[src/rtl/sigma_shift_scheduler_pkg.sv]
// Shared definitions for the sigma shift scheduler: function codes, FSM
// state constants, per-function op tables and a bit-reversal helper.
package sigma_shift_scheduler_pkg;

  localparam logic [1:0] funcBigSigma0   = 2'b00;
  localparam logic [1:0] funcBigSigma1   = 2'b01;
  localparam logic [1:0] funcSmallSigma0 = 2'b10;
  localparam logic [1:0] funcSmallSigma1 = 2'b11;

  localparam logic [1:0] stateIdle = 2'd0;
  localparam logic [1:0] stateRun  = 2'd1;
  localparam logic [1:0] stateDone = 2'd2;

  // Op table entry {isRot, amt} for a function and op-table step (0..2).
  function automatic logic [5:0] opEntry(input logic [1:0] func, input logic [1:0] step);
    logic [5:0] entry;
    entry = 6'd0;
    case (func)
      funcBigSigma0: begin
        case (step)
          2'd0:    entry = {1'b1, 5'd2};
          2'd1:    entry = {1'b1, 5'd13};
          default: entry = {1'b1, 5'd22};
        endcase
      end
      funcBigSigma1: begin
        case (step)
          2'd0:    entry = {1'b1, 5'd6};
          2'd1:    entry = {1'b1, 5'd11};
          default: entry = {1'b1, 5'd25};
        endcase
      end
      funcSmallSigma0: begin
        case (step)
          2'd0:    entry = {1'b1, 5'd7};
          2'd1:    entry = {1'b1, 5'd18};
          default: entry = {1'b0, 5'd3};
        endcase
      end
      default: begin
        case (step)
          2'd0:    entry = {1'b1, 5'd17};
          2'd1:    entry = {1'b1, 5'd19};
          default: entry = {1'b0, 5'd10};
        endcase
      end
    endcase
    return entry;
  endfunction

  // Number of shifter micro-ops: three rotates cost 6, two rotates plus a shift cost 5.
  function automatic logic [2:0] opCount(input logic [1:0] func);
    return func[1] ? 3'd5 : 3'd6;
  endfunction

  function automatic logic [31:0] bitReverse(input logic [31:0] x);
    logic [31:0] r;
    for (int i = 0; i < 32; i++) begin
      r[i] = x[31-i];
    end
    return r;
  endfunction

endpackage

[src/rtl/sigma_shift_scheduler_rotr_step.sv]
// One shifter micro-op: either a plain logical right shift, or the left half
// of a rotate built from the same right shifter by reversing in and out.
module rotr_step
  import sigma_shift_scheduler_pkg::*;
(
  input  logic [31:0] x,
  input  logic [4:0]  amt,
  input  logic        leftHalf,
  output logic [31:0] result
);

  logic [31:0] shIn;
  logic [31:0] shOut;

  assign shIn   = leftHalf ? bitReverse(x) : x;
  // The single right barrel shifter shared by every micro-op.
  assign shOut  = shIn >> amt;
  assign result = leftHalf ? bitReverse(shOut) : shOut;

endmodule

[src/rtl/sigma_shift_scheduler.sv]
// Shares one right shifter between the message-schedule port (0) and the
// compression-round port (1) to evaluate SHA-256 Sigma0/Sigma1/sigma0/sigma1.
//
// state | meaning
// IDLE  | waiting for a request; req_ready carries the arbitration grant
// RUN   | one shifter micro-op per cycle, XOR-accumulated into acc
// DONE  | result presented to the owning port until it takes it
module sigma_shift_scheduler
  import sigma_shift_scheduler_pkg::*;
#(
  parameter logic        RR_INIT   = 1'b0,
  parameter int unsigned ENABLE_RR = 1
) (
  input  logic        clock,
  input  logic        resetn,
  input  logic [1:0]  req_valid,
  output logic [1:0]  req_ready,
  input  logic [1:0]  req_func0,
  input  logic [31:0] req_data0,
  input  logic [1:0]  req_func1,
  input  logic [31:0] req_data1,
  output logic [31:0] res_data,
  output logic [1:0]  res_valid,
  input  logic [1:0]  res_ready,
  output logic        busy
);

  logic [1:0]  state;
  logic [2:0]  opCnt;
  logic [31:0] acc;
  logic [31:0] xReg;
  logic [1:0]  funcReg;
  logic        idReg;
  logic        rrPtr;

  logic        grantId;
  logic [1:0]  grant;
  logic [5:0]  entry;
  logic        leftHalf;
  logic [4:0]  stepAmt;
  logic [31:0] stepResult;
  logic        lastOp;

  // Arbitration: a lone valid wins; a tie goes to the pointer port (or port 0 when fixed).
  always_comb begin
    grantId = 1'b0;
    grant   = 2'b00;
    if (req_valid == 2'b11) begin
      grantId = (ENABLE_RR != 0) ? rrPtr : 1'b0;
    end else if (req_valid[1]) begin
      grantId = 1'b1;
    end
    if (req_valid != 2'b00) begin
      grant = grantId ? 2'b10 : 2'b01;
    end
  end

  assign req_ready = (state == stateIdle) ? grant : 2'b00;

  // Decode the current micro-op: even op is the right half of a table entry, odd op the rotate's left half.
  always_comb begin
    entry    = opEntry(funcReg, opCnt[2:1]);
    leftHalf = entry[5] & opCnt[0];
    // 32-n in five bits is just the two's complement of n; n is never 0 here.
    stepAmt  = leftHalf ? (5'd0 - entry[4:0]) : entry[4:0];
    lastOp   = (opCnt == (opCount(funcReg) - 3'd1));
  end

  rotr_step uRotrStep (
    .x        (xReg),
    .amt      (stepAmt),
    .leftHalf (leftHalf),
    .result   (stepResult)
  );

  // Sequencer: accept, run the micro-ops into acc, hold the result until taken.
  always_ff @(posedge clock or negedge resetn) begin
    if (!resetn) begin
      state   <= stateIdle;
      opCnt   <= 3'd0;
      acc     <= 32'd0;
      xReg    <= 32'd0;
      funcReg <= 2'b00;
      idReg   <= 1'b0;
      rrPtr   <= RR_INIT;
    end else begin
      case (state)
        stateIdle: begin
          if ((req_valid & req_ready) != 2'b00) begin
            xReg    <= grantId ? req_data1 : req_data0;
            funcReg <= grantId ? req_func1 : req_func0;
            idReg   <= grantId;
            acc     <= 32'd0;
            opCnt   <= 3'd0;
            state   <= stateRun;
            if (ENABLE_RR != 0) begin
              rrPtr <= ~grantId;
            end
          end
        end
        stateRun: begin
          acc   <= acc ^ stepResult;
          opCnt <= opCnt + 3'd1;
          if (lastOp) begin
            state <= stateDone;
          end
        end
        stateDone: begin
          if (res_ready[idReg]) begin
            state <= stateIdle;
          end
        end
        default: state <= stateIdle;
      endcase
    end
  end

  assign res_valid = (state == stateDone) ? (idReg ? 2'b10 : 2'b01) : 2'b00;
  assign res_data  = (state == stateDone) ? acc : 32'd0;
  assign busy      = (state != stateIdle);

endmodule
[config.mk]
export PLATFORM = sky130hd
export DESIGN_NAME = sigma_shift_scheduler
export DESIGN_NICKNAME = d
export VERILOG_FILES = /design/src/rtl/sigma_shift_scheduler_pkg.sv /design/src/rtl/sigma_shift_scheduler_rotr_step.sv /design/src/rtl/sigma_shift_scheduler.sv
export SDC_FILE = /design/constraint.sdc
export NUM_CORES = 1
export LEC_CHECK = 0
export CORE_MARGIN = 8
export CORE_UTILIZATION = 30
export DETAILED_ROUTE_END_ITERATION = 12
export DONT_BUFFER_PORTS = 1
export PLACE_DENSITY = 0.53
export SYNTH_ARGS = -nofsm -noshare
export SYNTH_HDL_FRONTEND = slang
export SYNTH_SLANG_ARGS = --single-unit
export TNS_END_PERCENT = 100
[constraint.sdc]
create_clock -name clock -period 2.8 [get_ports clock]
set_clock_uncertainty 0.1 [all_clocks]
set_input_delay 0.56 -clock clock [delete_from_list [all_inputs] [get_ports clock]]
set_output_delay 0.56 -clock clock [all_outputs]
set_load 0.005 [all_outputs]
## Word level (Yosys, flattened, before mapping)

Cells that the tools add are included.

- Register bits: 73
- Latch bits: 0
- RAM bits: 0
- Memory bits (read-only): 0
- Input port bits: 74
- Output and inout bits: 37
- Memories: 0

- $add $sub $neg: 3
- Multipliers: 0
- Div/mod/pow operators: 0
- $lt $le $gt $ge: 1
- Equality and inequality tests: 10
- Shift operators: 1
- Mux-type cells: 29
- Bitwise gates (word level): 4
- Reductions and logical operators: 10

Operators with widths:

| operator | number |
|---|---|
| $mux W32 | 5 |
| $pmux W32 S2 | 1 |
| $shr A32 B5 Y32 | 1 |
| $xor A32 B32 Y32 | 1 |
| $pmux W6 S2 | 2 |
| $mux W2 | 10 |
| $pmux W5 S2 | 2 |
| $pmux W6 S3 | 1 |
| $reduce_bool A2 Y1 | 4 |
| $eq A2 B1 Y1 const B | 3 |
| $eq A2 B2 Y1 const B | 3 |
| $logic_not A2 Y1 | 3 |
| $pmux W2 S3 | 1 |
| $pmux W3 S2 | 1 |
| $mux W5 | 1 |
| $sub A1 B5 Y5 const A | 1 |
| $mux W1 | 4 |
| $ne A2 B2 Y1 const B | 2 |
| $reduce_and A2 Y1 | 2 |
| $add A3 B1 Y3 const B | 1 |
| $eq A3 B3 Y1 | 1 |
| $mux W3 | 1 |
| $reduce_and A3 Y1 | 1 |
| $sub A3 B1 Y3 const B | 1 |
| other kinds (5) | 5 |

## Logic depth before layout (Yosys ltp)

Gate-level depths: netlist (run 1).

- Depth in word-level cells: 9
- Depth in mapped cells: 12

## Modules after synthesis

From an unflattened synthesis (run 1), not the netlist that was laid out.

- Cells, all modules: 716
- Area total of the unflattened synthesis: 6717.7 µm²

Modules (own cells, without submodules):

| module | times used | cells an instance | area each (µm²) |
|---|---|---|---|
| sigma_shift_scheduler | 1 | 373 | 3732.3 |
| rotr_step | 1 | 343 | 2985.4 |

## Worst setup path after synthesis (run 1)

Ideal clock, no wire load.

- Path kind: reg2reg
- Start point: reg opCnt[0]
- End point: reg acc[7]
- Library setup time: 132 ps
- Arrival: 2450 ps
- Slack: 119 ps
- Stages on the path, launching flop included: 11
- Buffers on the path: 3
- Period minus slack after synthesis: 2681 ps
- Path through: dfrtp_1 > buf_4 > or4b_1 > a31oi_1 > a21o_1 > buf_2 > clkbuf_1 > o221ai_1 > a22oi_1 > mux2i_1 > o21ai_1

- Cells in the longest elaborated chain, start to end: 6
- Elaborated cells between the ends (all ways): 7

Ends and longest elaborated chain:

| element | line | source |
|---|---|---|
| start: declaration | sigma_shift_scheduler.sv:29 | `logic [2:0] opCnt;` |
| start signal: assignment | sigma_shift_scheduler.sv:103 | `opCnt <= opCnt + 3'd1;` |
| $and A1 B1 Y1 (*) | sigma_shift_scheduler.sv:63 | `leftHalf = entry[5] & opCnt[0];` |
| $mux W32 or $mux W5 (tied branches) | sigma_shift_scheduler_rotr_step.sv:15, sigma_shift_scheduler.sv:65 |  |
| $shr A32 B5 Y32 | sigma_shift_scheduler_rotr_step.sv:17 | `assign shOut = shIn >> amt;` |
| $mux W32 (*) | sigma_shift_scheduler_rotr_step.sv:18 | `assign result = leftHalf ? bitReverse(shOut) : shOut;` |
| $xor A32 B32 Y32 (*) | sigma_shift_scheduler.sv:102 | `acc <= acc ^ stepResult;` |
| $pmux W32 S2 (*) | sigma_shift_scheduler.sv:87 | `case (state)` |
| end signal: assignment | sigma_shift_scheduler.sv:102 |  |
| end: declaration | sigma_shift_scheduler.sv:30 | `logic [31:0] acc;` |

Mark *: on every way between the ends. The rest lies on a longest branch, timed or not.
A chain may end at the register's enable or synchronous reset.

## Worst setup path in the final report (run 1)

- Start point: reg opCnt[1]
- End point: reg acc[10]

- Cells in the longest elaborated chain, start to end: 9
- Elaborated cells between the ends (all ways): 15

Ends and longest elaborated chain:

| element | line | source |
|---|---|---|
| $eq A2 B1 Y1 or $logic_not A2 Y1 (tied branches) | - |  |
| $pmux W6 S2, or another cell as far along | sigma_shift_scheduler_pkg.sv:41 | `case (step)` |
| $pmux W6 S3 (*) | sigma_shift_scheduler_pkg.sv:18 | `case (func)` |
| $sub A1 B5 Y5 or $and A1 B1 Y1 (tied branches) | sigma_shift_scheduler.sv:65, sigma_shift_scheduler.sv:63 |  |
| $mux W5 or $mux W32 (tied branches) | sigma_shift_scheduler.sv:65, sigma_shift_scheduler_rotr_step.sv:15 |  |
| $shr A32 B5 Y32 | sigma_shift_scheduler_rotr_step.sv:17 |  |
| $mux W32 (*) | sigma_shift_scheduler_rotr_step.sv:18 |  |
| $xor A32 B32 Y32 (*) | sigma_shift_scheduler.sv:102 |  |
| $pmux W32 S2 (*) | sigma_shift_scheduler.sv:87 |  |

Marked as above.

==> metrics.log, run 1 <==
[metrics] multiplexer share of the synthesized area: between 10% and 20%
[metrics] global-route wire length before repair: 37100 um
[metrics] Ys Warns: 0
[metrics] worst setup path start: opCnt[1]$_DFFE_PN0P_
[metrics] Setup Slack @ Placement: -0.482 ns
[metrics] die height: about 160 um
[metrics] top flip-flop cell by instance count after synthesis: sky130_fd_sc_hd__dfrtp_1
[metrics] RR Startpoint: opCnt[1]$_DFFE_PN0P_
[metrics] minimum setup slack in the final design: -0.192 ns
[metrics] share of post-route cells with drive strength above 1: a little under half
[metrics] reg-to-reg critical path endpoint: acc[10]$_DFFE_PN0P_
[metrics] arrival time at the worst endpoint: 3.13 ns
[metrics] post-detailed-routing wire length: between 20000 and 25000 um
[metrics] number of remaining DRC errors: 0
[metrics] DR WL/cell: between 20 and 25 um
[metrics] unrepaired setup endpoints after global routing: true
[metrics] syn_area_per_cell: 8.57 um2
[metrics] capturing element of the worst setup path: acc[10]$_DFFE_PN0P_
[metrics] count of buffers inserted at the top-level ports: 0
[metrics] Final Hold Viols: 3
[metrics] antenna cell count: 0
[metrics] area fraction in and, or, nand and nor cells after synthesis: 19.0%
[metrics] Post-synth ARST share: 100%
[metrics] gpl congestion: slightly below 1
[metrics] final worst-path cycle share: 107%
[metrics] final layout net count: 950
[metrics] standard-cell rows: 52
[metrics] Fmax achieved: 334 MHz
[metrics] complex-gate fraction of the synthesized area: approximately 27%
[metrics] failing checks: hold timing, setup timing
[metrics] Layout area overhead: 53.2%
[metrics] actual transition at the worst max-transition pin: 0.686 ns
[metrics] critical path required time: 2.94 ns
[metrics] largest family of logic cells by synthesized area: compound AO/OA/AOI/OAI gates
[metrics] first-pass iteration count of the detailed router: 6
[metrics] number of library cell types mapped by synthesis: 73
[metrics] count of filler cells inserted in the layout: 1861
[metrics] Num CTS Buffers: 9
[metrics] maximum count of clock buffers along a single path: 2
[metrics] sequential element share of the synthesized area: 29.6%
[metrics] Detailed Route Iter0 Violations: approximately 690
[metrics] Ports: between 100 and 150
[metrics] overall fraction of global-route tracks in use: a little under a fifth
[metrics] Synth Register Bits: 73
[metrics] overall die area: about 0.025 mm2
[metrics] Register-to-Register Path Depth: 9
[metrics] clock tree root buffer cell: sky130_fd_sc_hd__clkbuf_16
[metrics] min Tclk post-route: 2.99 ns
[metrics] largest net degree at the start of global routing: 74
[metrics] CORE AREA: 0.0202 mm2
[metrics] worst setup path class: reg -> reg
[metrics] total number of vias: around 7000
[metrics] peak per-stage delay on the critical path: 0.50 ns
[metrics] net count after synthesis: 795
[metrics] via density per instance: 5.93
[metrics] Final TNS setup: -2.59 ns
[metrics] Antenna Violating Nets Remaining: 0
[metrics] headroom to the max-slew limit: 53.9%
[metrics] Clock Pin Slew Worst Setup and Hold Paths: around 0.060 ns
[metrics] TritonCTS clock tree: yes
[metrics] number of antenna violations at the first check in global routing: 0
[metrics] final core occ: between 40 and 50%
[metrics] horizontal die dimension: 159 um
[metrics] total number of clock tree sinks: 73
[metrics] area share of fa/ha/maj cells after synthesis: 0.203%
[metrics] HPWL reported at the end of detailed placement: between 15000 and 20000 um
[metrics] status: complete, but fails checks
[metrics] clk_lat worst skew: 0.35 ns
[metrics] via count of the first global-routing pass: 6549
[metrics] number of max-slew violations in the final report: 0
[metrics] maximum fanout along the worst path: 6
[metrics] Synth Cell Area: 0.00617 mm2
[metrics] type of origin of the critical path: register
[metrics] endpoint type of the worst setup path: register
[metrics] number of enable flip-flop cells after synthesis: 0
[metrics] number of instances in the synthesized netlist: 720
[metrics] number of max-capacitance violations reported: 0
[metrics] Finish-stage setup viols: 29
[metrics] series of cell instances along the critical path: buf_12, or4b_4, a21o_4, a31oi_4, a211oi_4, o31a_1, a222oi_1, o221ai_2, mux2i_1
[metrics] starting utilization of the core area: slightly above 30%
[metrics] slack of the worst reg-to-reg path: -0.19 ns
[metrics] number of levels the H-tree was split into: 3
[metrics] final worst hold slack: -0.00665 ns
[metrics] total grt overflow: 0
[metrics] Slowest-stage cell, CP: sky130_fd_sc_hd__or4b_4
[metrics] Synth Area in XOR/XNOR: 0.426%
[metrics] class of the most critical hold timing path: in -> async
-- cells in the final DEF, fill, tap and decap left out, types with 6 or more instances in the layout --
cell type,instances
sky130_fd_sc_hd__a211oi_2,8
sky130_fd_sc_hd__o21ai_2,10
sky130_fd_sc_hd__o21ai_1,7
sky130_fd_sc_hd__a22oi_2,9
sky130_fd_sc_hd__mux2i_4,11
sky130_fd_sc_hd__buf_12,10
sky130_fd_sc_hd__inv_1,37
sky130_fd_sc_hd__a21oi_1,6
sky130_fd_sc_hd__mux2i_1,54
sky130_fd_sc_hd__nand3_1,15
sky130_fd_sc_hd__nor2_2,10
sky130_fd_sc_hd__o21ai_0,17
sky130_fd_sc_hd__buf_6,34
sky130_fd_sc_hd__o31ai_1,6
sky130_fd_sc_hd__a21oi_2,7
sky130_fd_sc_hd__nor2_1,28
sky130_fd_sc_hd__and2_1,36
sky130_fd_sc_hd__a21oi_4,6
sky130_fd_sc_hd__mux4_2,7
sky130_fd_sc_hd__buf_4,155
sky130_fd_sc_hd__nand2_2,8
sky130_fd_sc_hd__dfrtp_1,69
sky130_fd_sc_hd__mux2_2,8
sky130_fd_sc_hd__nor3_1,8
sky130_fd_sc_hd__o211ai_1,23
sky130_fd_sc_hd__mux2i_2,6
sky130_fd_sc_hd__clkbuf_16,11
sky130_fd_sc_hd__a222oi_1,30
sky130_fd_sc_hd__nand2_1,76
-- cells by family (layout without fill, tap and decap cells) --
group / count (synthesis) / count (layout)
adders and majority gates: 1 / 1
AOI/OAI and AO/OA: 220 / 221
DFF: 73 / 73
and+or+nand+nor: 232 / 232
xor gates and xnor gates: 3 / 3
muxes: 90 / 90
buffers and inverters: 101 / 259
-- worst min-delay path by stage --
stage,start,end,slack (ns),cells past startpoint
detailed placement,resetn,acc[20]$_DFFE_PN0P_,0.17,0
floorplan,resetn,acc[0]$_DFFE_PN0P_,0.16,0
CTS,resetn,acc[20]$_DFFE_PN0P_,0.01,1
global route,resetn,acc[20]$_DFFE_PN0P_,0.02,1
global placement,resetn,acc[20]$_DFFE_PN0P_,0.17,0
finish,resetn,acc[20]$_DFFE_PN0P_,-0.007,1
-- registers in the layout, summed over array words and instances, names as in the netlist --
signal / cells
acc: 32
xReg: 32
opCnt: 3
funcReg: 2
state: 2
idReg: 1
rrPtr: 1
-- Yosys cell counts (5+ instances only) --
| library cell | n | area share (%) |
|---|---|---|
| sky130_fd_sc_hd__nand2_1 | 84 | 5.1 |
| sky130_fd_sc_hd__dfrtp_1 | 73 | 30 |
| sky130_fd_sc_hd__mux2i_1 | 71 | 12 |
| sky130_fd_sc_hd__nor2_1 | 39 | 2.4 |
| sky130_fd_sc_hd__and2_1 | 37 | 3.7 |
| sky130_fd_sc_hd__inv_1 | 37 | 2.2 |
| sky130_fd_sc_hd__clkbuf_1 | 33 | 2.0 |
| sky130_fd_sc_hd__a222oi_1 | 30 | 4.9 |
| sky130_fd_sc_hd__o21ai_0 | 29 | 2.4 |
| sky130_fd_sc_hd__buf_2 | 23 | 1.9 |
| sky130_fd_sc_hd__o211ai_1 | 23 | 2.8 |
| sky130_fd_sc_hd__a21oi_1 | 17 | 1.4 |
| sky130_fd_sc_hd__nand3_1 | 16 | 1.3 |
| sky130_fd_sc_hd__a22oi_1 | 12 | 1.5 |
| sky130_fd_sc_hd__a31oi_1 | 12 | 1.2 |
| sky130_fd_sc_hd__mux2_2 | 12 | 2.2 |
| sky130_fd_sc_hd__nor3_1 | 11 | 0.89 |
| sky130_fd_sc_hd__o31ai_1 | 11 | 1.3 |
| sky130_fd_sc_hd__o221ai_1 | 10 | 1.4 |
| sky130_fd_sc_hd__o22ai_1 | 10 | 1.0 |
| sky130_fd_sc_hd__a211oi_1 | 7 | 0.85 |
| sky130_fd_sc_hd__buf_4 | 7 | 0.85 |
| sky130_fd_sc_hd__mux4_2 | 7 | 2.6 |
| sky130_fd_sc_hd__a21o_1 | 6 | 0.73 |
| sky130_fd_sc_hd__nand2b_1 | 5 | 0.51 |
| sky130_fd_sc_hd__nor2b_1 | 5 | 0.51 |
| sky130_fd_sc_hd__o2111ai_1 | 5 | 0.71 |
| sky130_fd_sc_hd__o21ai_1 | 5 | 0.41 |
| sky130_fd_sc_hd__or3_1 | 5 | 0.51 |
-- per-layer routing --
metal	share of wire (%)	GRT usage [%]	wire, um
met5	0	0	0
met4	3.5	7.85	879
met3	5.5	3.90	1370
met1	42	22.7	10300
met2	49	29.8	12200
-- timing repair --
item / in CTS / in global routing
pin swaps: 32 / 43
buffers inserted: 28 / 22
hold endpoints to repair: 73 / 0
gates resized for setup: 127 / 117
setup endpoints to repair: 32 / 32
hold buffers: 1 / 0
gates cloned: 3 / 2
-- worst max-delay path, delay by kind of cell, from the launching register on --
family,cells,cell delay (ns)
AOI/OAI and AO/OA,6,1.60
and+or+nand+nor,1,0.50
buffers and inverters,1,0.13
muxes,1,0.13
DFF,1,0.41
-- through the flow --
stage	std cells	hold WS [ns]	instance area, um2
5_1_grt	1149	0.0232	9460
3_5_place_dp	1083	0.167	7500
4_1_cts	1128	0.0130	8710
6_report	1149	-0.00665	9460
2_1_floorplan	720	0.164	6170
3_3_place_gp	1083	0.168	7500
-- cell type report --
cell class                      instances  area, um2  share of cell area (%)
Multi-Input combinational cell        547       4950                    52.4
Timing Repair Buffer                  207       1900                    20.1
Sequential cell                        73       1830                    19.4
Tap cell                              270        338                    3.57
Clock buffer                           12        256                    2.71
Inverter                               37        139                    1.47
Clock inverter                          3       40.0                   0.423
Power of run 1 is not shown: default switching activity piles up to over one toggle a cycle in this logic, so the estimate is an artifact.
==> inputs of run 2 (changes only) <==
CELL_PAD_IN_SITES_DETAIL_PLACEMENT = 2   (was unset)
CELL_PAD_IN_SITES_GLOBAL_PLACEMENT = 2   (was unset)
CTS_BUF_LIST = sky130_fd_sc_hd__clkbuf_8   (was unset)
PLACE_DENSITY = 0.76   (was 0.53)
==> run 2 against run 1 <==
  * Highest routed layer unchanged
  * Critical path depth grew 4
  * Register-to-register slack worse by 0.43 ns
  * Cell count increased by 4.4%
  * Die area stayed put
  * Non-clock buffer count grew 49
  * Largest cell class unchanged
  * Via count increased by 19%
  * Worst hold slack improved by 0.20 ns
  * Cell area is 3.6% higher
  * Utilization is 1.7 points higher
  * The flow finishes with violations (setup timing)
==> metrics.log, run 2 (synthesis results as in run 1) <==
[metrics] status: complete, but fails checks (unchanged)
[metrics] failing checks: setup timing (was hold timing, setup timing)
[metrics] TritonCTS clock tree: yes (unchanged)
[metrics] Final TNS setup: -14.33 ns (was -2.59 ns)
[metrics] class of the most critical hold timing path: in -> reg (was in -> async)
[metrics] share of post-route cells with drive strength above 1: 49.1% (was 45.3%)
[metrics] number of max-slew violations in the final report: 0 (unchanged)
[metrics] total number of clock tree sinks: 73 (unchanged)
[metrics] horizontal die dimension: 159 um (unchanged)
[metrics] total number of vias: 8083 (was 6811)
[metrics] cell repeated most along the worst path: sky130_fd_sc_hd__buf_4
[metrics] critical path required time: 3.00 ns (was 2.94 ns)
[metrics] number of remaining DRC errors: 0 (unchanged)
[metrics] gpl congestion: 0.910 (was 0.960)
[metrics] type of origin of the critical path: register (unchanged)
[metrics] largest registers: acc x32, xReg x32, opCnt x3 (unchanged)
[metrics] Register-to-Register Path Depth: 13 (was 9)
[metrics] minimum setup slack in the final design: -0.619 ns (was -0.192 ns)
[metrics] slack of the worst reg-to-reg path: -0.62 ns (was -0.19 ns)
[metrics] Layout area overhead: 58.8% (was 53.2%)
[metrics] Antenna Violating Nets Remaining: 0 (unchanged)
[metrics] number of antenna violations at the first check in global routing: 0 (unchanged)
[metrics] Finish-stage setup viols: 32 (was 29)
[metrics] min Tclk post-route: 3.42 ns (was 2.99 ns)
[metrics] post-detailed-routing wire length: 43100 um (was 24800 um)
[metrics] post-route cell area: 0.00980 mm2 (was 0.00946 mm2)
[metrics] via density per instance: 6.74 (was 5.93)
[metrics] number of max-capacitance violations reported: 0 (unchanged)
[metrics] count of buffers inserted at the top-level ports: 0 (unchanged)
[metrics] global-route wire length before repair: 54600 um (was 37100 um)
[metrics] min-delay src: req_func1[0]
[metrics] CORE AREA: 0.0202 mm2 (unchanged)
[metrics] final core occ: 48.4% (was 46.7%)
[metrics] headroom to the max-slew limit: 44.0% (was 53.9%)
[metrics] overall fraction of global-route tracks in use: 27.9% (was 18.2%)
[metrics] RR Startpoint: opCnt[0]$_DFFE_PN0P_ (was opCnt[1]$_DFFE_PN0P_)
[metrics] HPWL reported at the end of detailed placement: 22300 um (was 17400 um)
[metrics] maximum fanout along the worst path: 7 (was 6)
[metrics] most frequent cells in the layout: sky130_fd_sc_hd__buf_4 (201), sky130_fd_sc_hd__nand2_1 (73), sky130_fd_sc_hd__dfrtp_1 (68) (was sky130_fd_sc_hd__buf_4 (155), sky130_fd_sc_hd__nand2_1 (76), sky130_fd_sc_hd__dfrtp_1 (69))
[metrics] series of cell instances along the critical path: buf_6, buf_4, nand4bb_4, buf_4, a21o_4, nand4_4, o211ai_1, buf_4, o221ai_2, a21boi_2, buf_4, o211ai_1, mux2i_1 (was buf_12, or4b_4, a21o_4, a31oi_4, a211oi_4, o31a_1, a222oi_1, o221ai_2, mux2i_1)
[metrics] first-pass iteration count of the detailed router: 9 (was 6)
[metrics] largest net degree at the start of global routing: 74 (unchanged)
[metrics] maximum count of clock buffers along a single path: 2 (unchanged)
[metrics] final worst hold slack: 0.192 ns (was -0.00665 ns)
[metrics] Clock Pin Slew Worst Setup and Hold Paths: 0.12 ns (was 0.06 ns)
[metrics] worst hold path depth: 2
[metrics] total grt overflow: 0 (unchanged)
[metrics] die height: 159 um (unchanged)
[metrics] arrival time at the worst endpoint: 3.62 ns (was 3.13 ns)
[metrics] worst setup path start: opCnt[0]$_DFFE_PN0P_ (was opCnt[1]$_DFFE_PN0P_)
[metrics] peak per-stage delay on the critical path: 0.49 ns (was 0.50 ns)
[metrics] Fmax achieved: 293 MHz (was 334 MHz)
[metrics] worst setup path class: reg -> reg (unchanged)
[metrics] Placed Area: 0.00760 mm2 (was 0.00750 mm2)
[metrics] starting utilization of the core area: 30.5% (unchanged)
[metrics] clock tree root buffer cell: sky130_fd_sc_hd__clkbuf_8 (was sky130_fd_sc_hd__clkbuf_16)
[metrics] antenna cell count: 0 (unchanged)
[metrics] Ports: 111 (unchanged)
[metrics] final layout net count: 999 (was 950)
[metrics] Detailed Route Iter0 Violations: 997 (was 685)
[metrics] leading cell type in the layout, fill and taps excluded: sky130_fd_sc_hd__buf_4 (unchanged)
[metrics] clk_lat worst skew: 0.41 ns (was 0.35 ns)
[metrics] via count of the first global-routing pass: 8367 (was 6549)
[metrics] DR WL/cell: 36.0 um (was 21.6 um)
[metrics] endpoint type of the worst setup path: register (unchanged)
[metrics] Num CTS Buffers: 9 (unchanged)
[metrics] Final Hold Viols: 0 (was 3)
[metrics] standard-cell rows: 52 (unchanged)
[metrics] actual transition at the worst max-transition pin: 0.834 ns (was 0.686 ns)
[metrics] unrepaired setup endpoints after global routing: true (unchanged)
[metrics] number of levels the H-tree was split into: 3 (unchanged)
[metrics] endpoint with the worst hold slack: funcReg[0]$_DFFE_PN0P_
[metrics] overall die area: 0.0254 mm2 (unchanged)
[metrics] final worst-path cycle share: 122% (was 107%)
[metrics] Slowest-stage cell, CP: sky130_fd_sc_hd__dfrtp_2 (was sky130_fd_sc_hd__or4b_4)
[metrics] reg-to-reg critical path endpoint: acc[14]$_DFFE_PN0P_ (was acc[10]$_DFFE_PN0P_)
==> run 2: changes by cell type in the layout (fill, tap and decap cells not counted), sizes merged <==
cell         delta
inv             -1
buf            +50
clkinv          +3
clkbuf          -5
dlygate4sd3     +1
clkinvlp        +3
bufinv          -1
==> run 2: critical path: cells and delay by family (launching register included) <==
family | cells | cell delay, ns
AO/OA/AOI/OAI | 5 | 1.22
buffers and inverters | 5 | 0.84
multiplexers | 1 | 0.26
flip-flops | 1 | 0.49
AND/OR/NAND/NOR | 2 | 0.38
==> run 2: through the flow <==
step,instances,setup slack [ns]
finish,1199,-0.619
global route,1199,-0.617
CTS,1167,-0.207
detailed placement,1101,-0.635
global placement,1101,-0.570
floorplan,720,0.119
==> run 2: worst max path at each step <==
stage	endpoint	cells after the start
2_1_floorplan	acc[7]$_DFFE_PN0P_	10
3_3_place_gp	acc[15]$_DFFE_PN0P_	12
3_5_place_dp	acc[15]$_DFFE_PN0P_	12
4_1_cts	acc[3]$_DFFE_PN0P_	12
5_1_grt	acc[14]$_DFFE_PN0P_	12
6_report	acc[14]$_DFFE_PN0P_	13
==> run 2: metal layers <==
layer	vias to the layer above	wire, um	GRT usage, %
li1	3153	-	-
met2	526	21400	48.4
met5	-	0	0
met3	187	3140	4.76
met1	4217	16000	32.1
met4	0	2550	15.7
==> run 2: final cells by class <==
type,instances,area (um2)
repair buffers,256,2230
multi-input cells,547,5090
inverters,37,143
clock inverters,7,47.5
well taps,270,338
flip-flops and latches,73,1830
fillers,2093,10400
clock buffers,9,124
==> run 2: repair_timing <==
item | 4_1_cts | 5_1_grt
buffers inserted | 50 | 35
endpoints found under the hold margin | 73 | 0
setup endpoints to repair | 32 | 32
gates cloned | 5 | 0
pin swaps | 56 | 45
hold buffers | 2 | 0
gates resized for setup | 184 | 93
Power of run 2 is left out for the same reason.
==> inputs of run 3 (changes only) <==
CELL_PAD_IN_SITES_DETAIL_PLACEMENT = 1   (was 2)
CELL_PAD_IN_SITES_GLOBAL_PLACEMENT = 1   (was 2)
PLACE_DENSITY = 0.64   (was 0.76)
==> run 3 against run 2 <==
  * The flow still finishes with violations (setup timing)
  * Wire length shrank 31%
  * Maximum frequency grew 7.7%
  * Register-to-register slack gained 0.25 ns
  * Cell count shrank 1.3%
  * Non-clock buffer count shrank 17
  * Die area is the same
  * Highest routed layer unchanged
==> metrics.log, run 3 (synthesis results as in run 1) <==
[metrics] status: complete, but fails checks (unchanged)
[metrics] failing checks: setup timing (unchanged)
[metrics] number of levels the H-tree was split into: 3 (unchanged)
[metrics] overall die area: 0.0254 mm2 (unchanged)
[metrics] total grt overflow: 0 (unchanged)
[metrics] leading cell type in the layout, fill and taps excluded: sky130_fd_sc_hd__buf_4 (unchanged)
[metrics] maximum fanout along the worst path: 4 (was 7)
[metrics] worst hold path depth: 2 (unchanged)
[metrics] HPWL reported at the end of detailed placement: 19700 um (was 22300 um)
[metrics] actual transition at the worst max-transition pin: 0.684 ns (was 0.834 ns)
[metrics] standard-cell rows: 52 (unchanged)
[metrics] unrepaired setup endpoints after global routing: true (unchanged)
[metrics] post-detailed-routing wire length: 29700 um (was 43100 um)
[metrics] Final Hold Viols: 0 (unchanged)
[metrics] number of max-slew violations in the final report: 0 (unchanged)
[metrics] total number of clock tree sinks: 73 (unchanged)
[metrics] Fmax achieved: 315 MHz (was 293 MHz)
[metrics] class of the most critical hold timing path: in -> reg (unchanged)
[metrics] met2 wire length: 15300 um (was 21400 um)
[metrics] antenna cell count: 0 (unchanged)
[metrics] count of buffers inserted at the top-level ports: 0 (unchanged)
[metrics] via density per instance: 6.02 (was 6.74)
[metrics] TritonCTS clock tree: yes (unchanged)
[metrics] final worst hold slack: 0.191 ns (was 0.192 ns)
[metrics] Detailed Route Iter0 Violations: 685 (was 997)
[metrics] RR Startpoint: funcReg[1]$_DFFE_PN0P_ (was opCnt[0]$_DFFE_PN0P_)
[metrics] min Tclk post-route: 3.17 ns (was 3.42 ns)
[metrics] largest registers: acc x32, xReg x32, opCnt x3 (unchanged)
[metrics] total number of vias: 7120 (was 8083)
[metrics] reg-to-reg critical path endpoint: acc[3]$_DFFE_PN0P_ (was acc[14]$_DFFE_PN0P_)
[metrics] CORE AREA: 0.0202 mm2 (unchanged)
[metrics] starting utilization of the core area: 30.5% (unchanged)
[metrics] Antenna Violating Nets Remaining: 0 (unchanged)
[metrics] slack of the worst reg-to-reg path: -0.37 ns (was -0.62 ns)
[metrics] sum of routed wire segments on met1: 11800 um (was 16000 um)
[metrics] headroom to the max-slew limit: 54.1% (was 44.0%)
[metrics] largest net degree at the start of global routing: 78 (was 74)
[metrics] overall fraction of global-route tracks in use: 22.0% (was 27.9%)
[metrics] Num CTS Buffers: 9 (unchanged)
[metrics] first-pass iteration count of the detailed router: 9 (unchanged)
[metrics] Clock Pin Slew Worst Setup and Hold Paths: 0.10 ns (was 0.12 ns)
[metrics] via count of the first global-routing pass: 7610 (was 8367)
[metrics] Register-to-Register Path Depth: 13 (unchanged)
[metrics] detailed route wirelength on metal3: 1540 um (was 3140 um)
[metrics] clock tree root buffer cell: sky130_fd_sc_hd__clkbuf_8 (unchanged)
[metrics] most frequent cells in the layout: sky130_fd_sc_hd__buf_4 (183), sky130_fd_sc_hd__nand2_1 (81), sky130_fd_sc_hd__dfrtp_1 (69) (was sky130_fd_sc_hd__buf_4 (201), sky130_fd_sc_hd__nand2_1 (73), sky130_fd_sc_hd__dfrtp_1 (68))
[metrics] critical path required time: 3.00 ns (about the same)
[metrics] Finish-stage setup viols: 32 (unchanged)
[metrics] Ports: 111 (unchanged)
[metrics] type of origin of the critical path: register (unchanged)
[metrics] global-route wire length before repair: 44600 um (was 54600 um)
[metrics] Layout area overhead: 57.0% (was 58.8%)
[metrics] number of remaining DRC errors: 0 (unchanged)
[metrics] worst setup path class: reg -> reg (unchanged)
[metrics] minimum setup slack in the final design: -0.373 ns (was -0.619 ns)
[metrics] DR WL/cell: 25.1 um (was 36.0 um)
[metrics] final worst-path cycle share: 113% (was 122%)
[metrics] gpl congestion: 0.951 (was 0.910)
[metrics] die height: 159 um (unchanged)
[metrics] final layout net count: 983 (was 999)
[metrics] top layer reached by signal wires: met4 (unchanged)
[metrics] number of antenna violations at the first check in global routing: 0 (unchanged)
[metrics] maximum count of clock buffers along a single path: 2 (unchanged)
[metrics] min-delay src: req_data1[12] (was req_func1[0])
[metrics] arrival time at the worst endpoint: 3.37 ns (was 3.62 ns)
[metrics] share of post-route cells with drive strength above 1: 46.3% (was 49.1%)
[metrics] horizontal die dimension: 159 um (unchanged)
[metrics] endpoint type of the worst setup path: register (unchanged)
[metrics] number of max-capacitance violations reported: 0 (unchanged)
[metrics] endpoint with the worst hold slack: xReg[12]$_DFFE_PN0P_ (was funcReg[0]$_DFFE_PN0P_)
[metrics] clk_lat worst skew: 0.39 ns (was 0.41 ns)
==> run 3: cell types whose count changed in the layout (fill, tap and decap cells not counted), sizes merged <==
cell	delta
buf	-18
bufinv	+3
clkinv	-3
bufbuf	+1
clkinvlp	-1
inv	+1
nor3	+1
==> run 3: timing repair <==
action	CTS	global route
hold endpoints to repair	73	0
gates resized for setup	192	56
gates cloned	4	0
hold buffers	2	0
setup buffers	59	15
setup endpoints to repair	32	32
pin swaps	47	41
==> run 3: worst max-delay path by stage <==
stage                                 from                   to  slack, ns  cells past startpoint
finish              funcReg[1]$_DFFE_PN0P_   acc[3]$_DFFE_PN0P_      -0.37                     13
global route        funcReg[1]$_DFFE_PN0P_  acc[21]$_DFFE_PN0P_      -0.43                     12
CTS                 funcReg[1]$_DFFE_PN0P_   acc[3]$_DFFE_PN0P_      -0.29                     13
detailed placement  funcReg[0]$_DFFE_PN0P_  acc[31]$_DFFE_PN0P_      -0.57                     10
global placement    funcReg[1]$_DFFE_PN0P_   acc[0]$_DFFE_PN0P_      -0.58                     12
floorplan             opCnt[0]$_DFFE_PN0P_   acc[7]$_DFFE_PN0P_       0.12                     10
==> run 3: metrics by stage <==
stage	setup TNS (ns)	utilization (%)	cell area (um2)	setup slack (ns)	std cells
after detailed placement	-12.97	37.5	7580	-0.569	1094
after CTS	-5.66	46.0	9310	-0.287	1173
final	-9.27	47.9	9690	-0.373	1183
after global placement	-10.41	37.5	7580	-0.577	1094
after floorplan	0	-	6170	0.119	720
after global routing	-11.85	47.9	9690	-0.434	1183
==> run 3: cell type report <==
type | count | area [um2]
Timing Repair Buffer | 239 | 2160
Tap cell | 270 | 338
Clock inverter | 7 | 119
Inverter | 37 | 139
Multi-Input combinational cell | 548 | 4980
Fill cell | 2213 | 10500
Clock buffer | 9 | 124
Sequential cell | 73 | 1830
==> run 3: per-layer routing <==
| layer | vias up | global-route usage [%] |
|---|---|---|
| met2 | 300 | 38.7 |
| met5 | - | 0 |
| met3 | 70 | 3.39 |
| met1 | 3611 | 26.3 |
| met4 | 0 | 8.70 |
| li1 | 3139 | - |
==> run 3: worst max-delay path: stages (launching register included) <==
cell and delay, ns:
sky130_fd_sc_hd__dfrtp_1 0.46, sky130_fd_sc_hd__buf_6 0.15, sky130_fd_sc_hd__or4b_4 0.52, sky130_fd_sc_hd__a21oi_4 0.25, sky130_fd_sc_hd__buf_6 0.14, sky130_fd_sc_hd__nor3_4 0.04, sky130_fd_sc_hd__buf_6 0.15, sky130_fd_sc_hd__mux2i_4 0.20
sky130_fd_sc_hd__a211oi_2 0.26, sky130_fd_sc_hd__buf_4 0.18, sky130_fd_sc_hd__nand2_2 0.06, sky130_fd_sc_hd__a221oi_2 0.23, sky130_fd_sc_hd__buf_4 0.16, sky130_fd_sc_hd__mux2i_1 0.18
Power of run 3 is left out for the same reason.
